File: config.mk
export PLATFORM = sky130hd
export DESIGN_NAME = divider
export DESIGN_NICKNAME = d
export VERILOG_FILES = /design/src/rtl/arith_pkg.sv /design/src/rtl/divider_step.sv /design/src/rtl/divider.sv
export SDC_FILE = /design/constraint.sdc
export NUM_CORES = 1
export LEC_CHECK = 0
export CORE_UTILIZATION = 53
export CTS_CLUSTER_SIZE = 12
export DETAILED_ROUTE_END_ITERATION = 7
export PLACE_DENSITY = 0.88
export SLEW_MARGIN = 20
export SYNTH_ARGS = -nofsm -noshare
export SYNTH_HDL_FRONTEND = slang
export SYNTH_SLANG_ARGS = --single-unit
File: constraint.sdc
create_clock -name clk -period 2.4 [get_ports clk]
set_clock_uncertainty 0.05 [all_clocks]
set_input_delay 0.48 -clock clk [delete_from_list [all_inputs] [get_ports clk]]
set_output_delay 0.48 -clock clk [all_outputs]
set_load 0.02 [all_outputs]
File: src/rtl/arith_pkg.sv
// Shared control definitions for the sequential multiply/divide units.
// Both datapaths use the same start/ready handshake and state encoding.
package arith_pkg;

  typedef enum logic [1:0] {
    IDLE      = 2'd0,
    COMPUTING = 2'd1,
    DONE      = 2'd2
  } state_t;

endpackage

File: src/rtl/divider_step.sv
// One restoring-division iteration: shift {r,q} left, then subtract d if it fits.
module divider_step #(
  parameter int N = 4
) (
  input  logic [N:0]   r,
  input  logic [N-1:0] q,
  input  logic [N-1:0] d,
  output logic [N:0]   r_next,
  output logic [N-1:0] q_next
);

  logic [N:0]   r_sh;
  logic [N-1:0] q_sh;
  logic [N:0]   trial;

  // r stays below d, so its top bit is always zero and can be dropped by the shift
  assign r_sh  = {r[N-1:0], q[N-1]};
  assign q_sh  = {q[N-2:0], 1'b0};
  assign trial = r_sh - {1'b0, d};

  always_comb begin
    r_next = r_sh;
    q_next = q_sh;
    if (!trial[N]) begin
      r_next = trial;
      q_next = q_sh | {{(N-1){1'b0}}, 1'b1};
    end
  end

endmodule

File: src/rtl/divider.sv
// Sequential restoring divider, one quotient bit per clock, start/ready handshake.
//   state     | meaning
//   IDLE      | waiting for start; operands captured on acceptance
//   COMPUTING | one restoring iteration per cycle, N cycles
//   DONE      | results registered, one-cycle ready pulse
module divider
  import arith_pkg::*;
#(
  parameter int N = 4
) (
  input  logic         clk,
  input  logic         rst_n,
  input  logic         start,
  input  logic [N-1:0] dividend,
  input  logic [N-1:0] divisor,
  output logic         ready,
  output logic [N-1:0] quotient,
  output logic [N-1:0] remainder,
  output logic         div_by_zero
);

  localparam int CW = $clog2(N + 1);

  state_t        state;
  logic [N:0]    r;
  logic [N-1:0]  q;
  logic [N-1:0]  d;
  logic [CW-1:0] cnt;
  logic          dbz;
  logic [N:0]    r_next;
  logic [N-1:0]  q_next;

  divider_step #(.N(N)) u_step (
    .r      (r),
    .q      (q),
    .d      (d),
    .r_next (r_next),
    .q_next (q_next)
  );

  always_ff @(posedge clk) begin
    if (!rst_n) begin
      state       <= IDLE;
      r           <= '0;
      q           <= '0;
      d           <= '0;
      cnt         <= '0;
      dbz         <= 1'b0;
      ready       <= 1'b0;
      quotient    <= '0;
      remainder   <= '0;
      div_by_zero <= 1'b0;
    end else begin
      ready <= 1'b0;
      case (state)
        IDLE: begin
          if (start) begin
            q     <= dividend;
            d     <= divisor;
            r     <= '0;
            cnt   <= '0;
            dbz   <= (divisor == '0);
            state <= (divisor == '0) ? DONE : COMPUTING;
          end
        end
        COMPUTING: begin
          r   <= r_next;
          q   <= q_next;
          cnt <= cnt + CW'(1);
          if (cnt == CW'(N - 1)) state <= DONE;
        end
        DONE: begin
          // on divide-by-zero q still holds the untouched dividend
          quotient    <= dbz ? '1 : q;
          remainder   <= dbz ? q : r[N-1:0];
          div_by_zero <= dbz;
          ready       <= 1'b1;
          state       <= IDLE;
        end
        default: state <= IDLE;
      endcase
    end
  end

endmodule

---- Word level (Yosys, flattened, before mapping) ----
Index checks and enable logic that the tools add are counted.
operators by class
  add/subtract/negate cells ............... 2
  multipliers ............................. 0
  div/mod/pow operators ................... 0
  magnitude comparators ................... 0
  equality and inequality tests ........... 5
  shift operators ......................... 0
  muxes and demuxes ....................... 15
  bitwise operators ....................... 0
  reduce and logical (&&, ||, !) cells .... 6
operators by type and width
  kind                 count
  $mux 4               5
  $pmux 4 s2           2
  $mux 2               3
  $pmux 3 s2           1
  $reduce_and 2->1     3
  $sub 5x4->5          1
  $logic_not 4->1      1
  $ne 2x2->1 const B   2
  $pmux 2 s2           1
  $add 3x1->3 const B  1
  $eq 3x2->1 const B   1
  $mux 3               1
  $eq 2x1->1 const B   1
  $eq 2x2->1 const B   1
  $logic_not 2->1      1
  $mux 1               2
  $reduce_bool 2->1    1
word-level totals
  flip-flop bits (word level) ............. 28
  latch bits .............................. 0
  RAM bits ................................ 0
  ROM bits ................................ 0
  input bits .............................. 11
  output and inout port bits .............. 10
  word-level logic and storage cells ...... 38
  memories kept ........................... 0

---- Logic depth before layout (Yosys ltp) ----
Gate-level depths: netlist of the first run.
  depth in word-level cells ............... 4
  depth in mapped cells ................... 8
  depth with buffers taken out ............ 8

---- By module ----
From an unflattened synthesis of the first run, not the netlist that was laid out.
unflattened totals
  cell total of the unflattened synthesis .. 163
  area, all modules ....................... 1461.4 um^2
by module, submodules not included
  module        times used  cells each  area an instance (um^2)  sequential area each (um^2)
  divider       1           132         1208.7                   580.6
  divider_step  1           31          252.7                    0.0

---- Worst setup path after synthesis of the first run ----
No wires, ideal clock.
  path type ............................... register to register
  start point ............................. register q[3]
  end point ............................... register r[0]
  library setup time ...................... 0.084 ns
  arrival time ............................ 1.773 ns
  data required time ...................... 2.266 ns
  path slack .............................. 0.493 ns
  stages on the path, launching flop included .. 9
  path buffers ............................ 0
  period minus slack after synthesis ...... 1.907 ns
  cells stage by stage .................... dfxtp_1 inv_1 ha_1 inv_1 fa_1 a211oi_4 o21bai_1 and3_1 o31ai_2
between the ends
  cells in the longest elaborated chain, start to end .. 3
RTL lines
  what                    line                RTL
  start, declared         divider.sv:26       logic [N-1:0] q;
  start signal, assigned  divider.sv:58       q <= dividend;
  start signal, assigned  divider.sv:68       q <= q_next;
  $sub 5x4->5             divider_step.sv:19  assign trial = r_sh - {1'b0, d};
  $mux 4 *                divider_step.sv:24  if (!trial[N]) begin
  $pmux 4 s2 *            divider.sv:55       case (state)
  end signal, assigned    divider.sv:67       r <= r_next;
  end, declared           divider.sv:25       logic [N:0] r;
Every way passes the cells marked *; elsewhere a longest branch is shown, timed or not.
A chain may end at the register's enable or synchronous reset.

---- Worst setup path in the final report of the first run ----
Same ends and word-level chain as after synthesis.

==> qor.txt, run 1 <==
CP max stage delay - 0.47 ns
Longest Clk Path Bufs - 2
Top delay family on crit path - compound AO/OA/AOI/OAI gates
Crit path DAT - 2.34 ns
Simple-Gate Fraction of Synth Area - 0.2115
Tot GR Track Use - 0.2264
Required time worst endpoint - 2.61 ns
Fmax - 0.4695 GHz
Predominant post-synthesis flop cell - dfxtp_1
Die W - 54.40 µm
Syn_nets - 183
Setup-failing EPs final - 0
Status - complete, no violations
Core Util, Final - 0.6613
Wire per inst - 13.55 µm
CTS hold repair buffers - 0
Mux share of post-synthesis cell area - 0.04815
Xor-xnor portion of the synthesized cell area - 0.006019
Worst min-delay path class - reg2reg
Setup TNS - 0 ns
Final #Nets - 200
Post-Syn Instances - 165
FFs w/ async S/R, synth - 0
Largest family of logic cells by synthesized area - compound AO/OA/AOI/OAI gates
Sequential cell area - 560.5 µm²
Crit path time final - 2.130 ns
Crit-path max FO - 5
Seq/Total Area, Yosys - 0.3852
Number of global-route vias before repair - 1113
Remaining Overflow, GRT - 0
Area Overhead vs Synth - 15.65%
Starting Density - 0.5718
Synth warnings - 0
Initial antenna violation count - 0
Port-buffer cells - 20
First-pass GRT wire length - 4.809 mm
Clock slew at reported path FFs - 0.14 ns
Synth Area in Compound Gates - 0.2313
Comb pwr share - 0.239
Gpl congestion - 0.8922
Post-synth EDFFs - 0
ANT cells - 0
Buf/Inv on CP - 2
Area of the core - 2545 µm²
DIE AREA - 2959 µm²
Clock share of power - 0.234
Fin. max-slew vios - 0
Slew of the pin with the lowest slew margin - 0.7231 ns
Htree depth - 1
Synthesized area - 1455 µm²
Adder-cell share of the synthesized area - 0.06535
Die H - 54.40 µm
Post-synth cell types - 43
Vias - 1241
Share of layout cells above drive strength 1 - 0.06077
CP dominant cell by count - inv_1
Leakage - 0.6363 nW
Post-CTS setup buffer count - 0
Clock latency on the worst-skew pair - 0.33 ns
Final wirelength - 2.858 mm
CTS Buf Count - 3
Max-Cap Viols - 0
Switching power - 290.3 µW
Slew headroom - 0.5174
Crit. End Element - flip-flop
Peak supply drop - 0.0004642 V
CP Cell Sequence - inv_1, ha_1, inv_1, fa_1, a211oi_4, o21bai_1, and3_1, o31ai_2
Final Hold Viols - 0
Multi-input gate area - 818.3 µm²
Crit-path slowest cell - fa_1
Crit path kind - reg2reg
RSZ-0062 raised after global routing - no
Syn Area/Cell - 8.819 µm²
Register share of total power - 0.528
Root buf cell - clkbuf_4
Residual DRC - 0
First drt pass iteration count - 5
Flops & latches, synth - 28
Dpl hpwl - 2.130 mm
Sw Ratio - 0.2960
Cell row count - 18
Io pins - 21
Crit path launch type - flip-flop
Vias per inst - 5.882
Final Cycle Share - 0.8875
DRT antenna net count - 0
TritonCTS clock tree - yes
Post-CTS resize count - 0
Largest net degree at the start of global routing - 24
Cell Pwr Density - 582.7 nW/µm²
Layout fillers - 221
Initial DRC count - 24
Int Pwr - 690.4 µW
Clock Sink Count - 28
==> synthesized netlist by cell type (2+ instances only) <==
cell type	number	area share
a21oi_1	7	0.024
ha_1	6	0.052
and3_1	3	0.013
nand3_1	2	0.0069
clkbuf_1	3	0.0077
a311oi_1	3	0.018
a21o_1	2	0.010
buf_4	2	0.010
a22oi_1	4	0.021
nor2_1	35	0.090
nand2_1	11	0.028
o21bai_1	2	0.010
o31ai_1	2	0.010
dfxtp_1	28	0.39
o21a_1	2	0.010
a211oi_1	11	0.057
and2b_1	2	0.010
inv_1	8	0.021
mux2i_1	7	0.048
nand2b_1	2	0.0086
==> metrics by stage <==
step	instances	power [mW]	hold slack (ns)	worst slack, ns	instance area, µm²
floorplan	165	0.6998	0.3935	0.4928	1455
global placement	207	0.7469	0.4112	0.4227	1647
detailed placement	207	0.7595	0.4264	0.2972	1647
CTS	211	0.9837	0.4508	0.2620	1683
global route	211	1.036	0.4810	0.09340	1683
finish	211	0.9807	0.4558	0.2700	1683
==> worst paths after layout <==
kind / from / to / slack [ns] / depth (start not counted)
setup / recovery: q[3]$_SDFFE_PN0P_ / r[0]$_SDFFE_PN0P_ / 0.27 / 8
hold / removal: cnt[0]$_SDFFE_PN0P_ / cnt[0]$_SDFFE_PN0P_ / 0.46 / 1
setup reg to reg: q[3]$_SDFFE_PN0P_ / r[0]$_SDFFE_PN0P_ / 0.27 / 8
hold reg to reg: cnt[0]$_SDFFE_PN0P_ / cnt[0]$_SDFFE_PN0P_ / 0.46 / 1
==> power groups by stage <==
stage               sequential, mW  combinational (mW)  clock [mW]
finish                       0.517               0.234       0.229
global route                 0.521               0.262       0.253
CTS                          0.517               0.233       0.234
detailed placement           0.527               0.233           0
global placement             0.525               0.221           0
floorplan                    0.515               0.185           0
==> cell families after synthesis <==
| group | Yosys count |
|---|---|
| mux | 7 |
| xor+xnor | 1 |
| simple gates | 63 |
| buf+inv | 16 |
| flops | 28 |
| fa+ha+maj | 7 |
| compound gates | 43 |
==> layer usage <==
metal	global-route usage	wire length [µm]
met3	0.05833	130
met5	0	0
met1	0.2833	1291
met2	0.3801	1420
met4	0.06410	17
==> layout by cell type (no fill, tap or decap), types with 2 or more instances in the layout <==
cell and n:
nand2b_1 2, ha_1 6, a22oi_1 4, inv_1 8, clkdlybuf4s50_1 20, mux2i_1 7, and2b_1 2, o21bai_1 2
a21oi_1 7, a311oi_1 3, nor2_1 35, clkbuf_4 3, and3_1 3, nand2_1 11, a21o_1 2, o31ai_1 2
a211oi_1 11, dfxtp_1 28, nand3_1 2, o21a_1 2
==> flip-flops by register name (all words and copies together), names as in the netlist <==
register     cells
q                4
remainder        4
r                4
quotient         4
ready            1
state            2
d                4
div_by_zero      1
cnt              3
dbz              1
==> area by class of cell <==
cell class | count | share of cell area
clock buffers | 4 | 0.02156
inverters | 8 | 0.01784
multi-input cells | 121 | 0.4862
flip-flops and latches | 28 | 0.3331
well taps | 30 | 0.02230
repair buffers | 20 | 0.1190
==> worst reg2reg max path: stages, from the launching register on <==
cell and delay, ns:
dfxtp_1 0.38, inv_1 0.07, ha_1 0.13, inv_1 0.06, fa_1 0.47, a211oi_4 0.32
o21bai_1 0.19, and3_1 0.23, o31ai_2 0.16
No activity file was read; power rests on OpenSTA's default activity.
==> run 2: changes to the inputs <==
--- a/config.mk
+++ b/config.mk
@@ -5,11 +5,13 @@
 export SDC_FILE = /design/constraint.sdc
 export NUM_CORES = 1
 export LEC_CHECK = 0
-export CORE_UTILIZATION = 53
+export CORE_UTILIZATION = 48
 export CTS_CLUSTER_SIZE = 12
 export DETAILED_ROUTE_END_ITERATION = 7
-export PLACE_DENSITY = 0.88
+export GPL_TIMING_DRIVEN = 0
+export PLACE_DENSITY = 0.85
 export SLEW_MARGIN = 20
 export SYNTH_ARGS = -nofsm -noshare
 export SYNTH_HDL_FRONTEND = slang
 export SYNTH_SLANG_ARGS = --single-unit
+export TNS_END_PERCENT = 10
==> constraint.sdc (replaced) <==
create_clock -name clk -period 1.8 [get_ports clk]
set_clock_uncertainty 0.05 [all_clocks]
set_input_delay 0.36 -clock clk [delete_from_list [all_inputs] [get_ports clk]]
set_output_delay 0.36 -clock clk [all_outputs]
set_load 0.02 [all_outputs]
==> run 2 against run 1 <==
  * The run now ends with DRC, setup timing left
  * Combinational power up 56%
  * Critical path depth unchanged
  * Final area is 7.0% higher
  * Critical path type unchanged
  * Critical endpoint is now r[1]$_SDFFE_PN0P_
==> qor.txt, run 2 (synthesis results as in run 1) <==
Longest Clk Path Bufs - 2 (unchanged)
Area of the core - 2805 µm² (was 2545 µm²)
Vias - 1291 (was 1241)
Htree depth - 1 (unchanged)
Fin area - 1800 µm² (was 1683 µm²)
Cell Pwr Density - 808.3 nW/µm² (was 582.7 nW/µm²)
Placed Instances - 216 (was 207)
DRT antenna net count - 0 (unchanged)
TritonCTS clock tree - yes (unchanged)
CP max stage delay - 0.38 ns (was 0.47 ns)
Setup-failing EPs final - 3 (was 0)
CP Cell Sequence - inv_2, ha_4, inv_2, fa_2, a211oi_4, buf_4, a2111oi_2, a311o_1 (was inv_1, ha_1, inv_1, fa_1, a211oi_4, o21bai_1, and3_1, o31ai_2)
Die H - 57.06 µm (was 54.40 µm)
First drt pass iteration count - 6 (was 5)
Share of layout cells above drive strength 1 - 0.1414 (was 0.06077)
Fmax - 0.5451 GHz (was 0.4695 GHz)
Residual DRC - 2 (was 0)
Fin. max-slew vios - 0 (unchanged)
Final Total Pwr - 1.455 mW (was 980.7 µW)
Crit-path max FO - 5 (unchanged)
Max-Cap Viols - 0 (unchanged)
First-pass GRT wire length - 5.175 mm (was 4.809 mm)
DIE AREA - 3256 µm² (was 2959 µm²)
Hold depth - 1 (unchanged)
Final Cycle Share - 1.019 (was 0.8875)
Area Overhead vs Synth - 23.73% (was 15.65%)
Dpl hpwl - 2.303 mm (was 2.130 mm)
Failing checks - DRC, setup timing
Required time worst endpoint - 1.99 ns (was 2.61 ns)
CTS Buf Count - 3 (unchanged)
Wire per inst - 13.79 µm (was 13.55 µm)
R2R depth - 8 (unchanged)
Slew headroom - 0.6035 (was 0.5174)
Worst Hold Path EP - cnt[0]$_SDFFE_PN0P_ (unchanged)
Layout fillers - 229 (was 221)
Largest net degree at the start of global routing - 17 (was 24)
Most frequent cells in the layout - nor2_1 (35), dfxtp_1 (26), clkdlybuf4s50_1 (20) (was nor2_1 (35), dfxtp_1 (28), clkdlybuf4s50_1 (20))
Root buf cell - clkbuf_4 (unchanged)
R2r setup slk - -0.03 ns (was 0.27 ns)
Hold_sp - cnt[0]$_SDFFE_PN0P_ (unchanged)
Most common cell after layout, fill and taps aside - nor2_1 (unchanged)
Cell row count - 19 (was 18)
Crit. End Element - flip-flop (unchanged)
Final Hold Viols - 0 (unchanged)
Crit path launch type - flip-flop (unchanged)
Status - complete, but fails checks (was complete, no violations)
Initial antenna violation count - 0 (unchanged)
Worst R2R Start - q[3]$_SDFFE_PN0P_ (unchanged)
Gpl congestion - 0.8893 (was 0.8922)
Clock slew at reported path FFs - 0.15 ns (was 0.14 ns)
Final #Nets - 210 (was 200)
Remaining Overflow, GRT - 0 (unchanged)
Die W - 57.06 µm (was 54.40 µm)
Hold_ws - 0.4375 ns (was 0.4558 ns)
Crit path DAT - 2.02 ns (was 2.34 ns)
Crit path time final - 1.834 ns (was 2.130 ns)
Leakage - 0.6866 nW (was 0.6363 nW)
Tot GR Track Use - 0.2003 (was 0.2264)
Clock Sink Count - 28 (unchanged)
Final wirelength - 3.061 mm (was 2.858 mm)
Clock latency on the worst-skew pair - 0.33 ns (about the same)
Cell Area, Placed - 1710 µm² (was 1647 µm²)
Post-place setup slack - -0.1787 ns (was 0.2972 ns)
RSZ-0062 raised after global routing - yes (was no)
Final WS setup - -0.03450 ns (was 0.2700 ns)
Non-filler instance count after layout - 222 (was 211)
Crit path kind - reg2reg (unchanged)
Io pins - 21 (unchanged)
Vias per inst - 5.815 (was 5.882)
CP dominant cell by count - inv_2 (was inv_1)
Starting Density - 0.5187 (was 0.5718)
Peak supply drop - 0.0005600 V (was 0.0004642 V)
ANT cells - 0 (unchanged)
RR Endpoint - r[1]$_SDFFE_PN0P_ (was r[0]$_SDFFE_PN0P_)
Slew of the pin with the lowest slew margin - 0.5893 ns (was 0.7231 ns)
Setup TNS - -0.05616 ns (was 0 ns)
Worst min-delay path class - reg2reg (unchanged)
Initial DRC count - 40 (was 24)
Crit-path slowest cell - dfxtp_4 (was fa_1)
Core Util, Final - 0.6418 (was 0.6613)
Number of global-route vias before repair - 1245 (was 1113)
Port-buffer cells - 20 (unchanged)
-- run 2: cell types whose count changed in the layout (fill, tap and decap cells not counted), sizes merged --
cell    change
bufinv      +1
buf         +7
clkbuf      +2
-- run 2: worst max-delay path by stage --
stage	start	end	slack [ns]	depth (start not counted)
2_1_floorplan	d[0]$_SDFFE_PN0P_	r[0]$_SDFFE_PN0P_	0.0006	7
3_3_place_gp	q[3]$_SDFFE_PN0P_	r[0]$_SDFFE_PN0P_	-0.11	8
3_5_place_dp	q[3]$_SDFFE_PN0P_	r[0]$_SDFFE_PN0P_	-0.18	8
4_1_cts	q[3]$_SDFFE_PN0P_	r[0]$_SDFFE_PN0P_	-0.05	8
5_1_grt	q[3]$_SDFFE_PN0P_	r[1]$_SDFFE_PN0P_	-0.12	9
6_report	q[3]$_SDFFE_PN0P_	r[1]$_SDFFE_PN0P_	-0.03	8
-- run 2: final cells by class --
type / count / area (µm²) / area share
Clock buffer: 3 / 22.52 / 0.01251
Clock inverter: 1 / 30.03 / 0.01668
Multi-Input combinational cell: 121 / 852.1 / 0.4732
Timing Repair Buffer: 22 / 215.2 / 0.1195
Tap cell: 31 / 38.79 / 0.02154
Inverter: 8 / 30.03 / 0.01668
Buffer: 8 / 46.29 / 0.02571
Sequential cell: 28 / 565.5 / 0.3141
-- run 2: worst max-delay path, delay by kind of cell (launching register included) --
family          cells  cell delay [ns]
compound gates      3             0.55
fa+ha+maj           2             0.49
flops               1             0.38
buf+inv             3             0.27
-- run 2: per-layer routing --
metal	GRT usage	up-vias	routed length, µm
met5	0	-	0
met4	0.04878	0	25
met3	0.05896	5	110
met2	0.3765	25	1652
met1	0.2197	622	1272
li1	-	639	-
-- run 2: power by group --
part | internal [mW] | switching [mW] | leakage (nW) | total (mW)
clock network | 0.225 | 0.186 | 0.0279 | 0.411
logic | 0.168 | 0.197 | 0.430 | 0.365
registers | 0.652 | 0.0274 | 0.229 | 0.679
total | 1.04 | 0.411 | 0.687 | 1.46
-- run 2: timing repair --
item | 4_1_cts | 5_1_grt
pin swaps | 3 | 1
hold buffers | 0 | 0
setup buffers | 2 | 0
cloned | 0 | 0
endpoints found under the setup margin | 5 | 5
resized for setup | 3 | 3
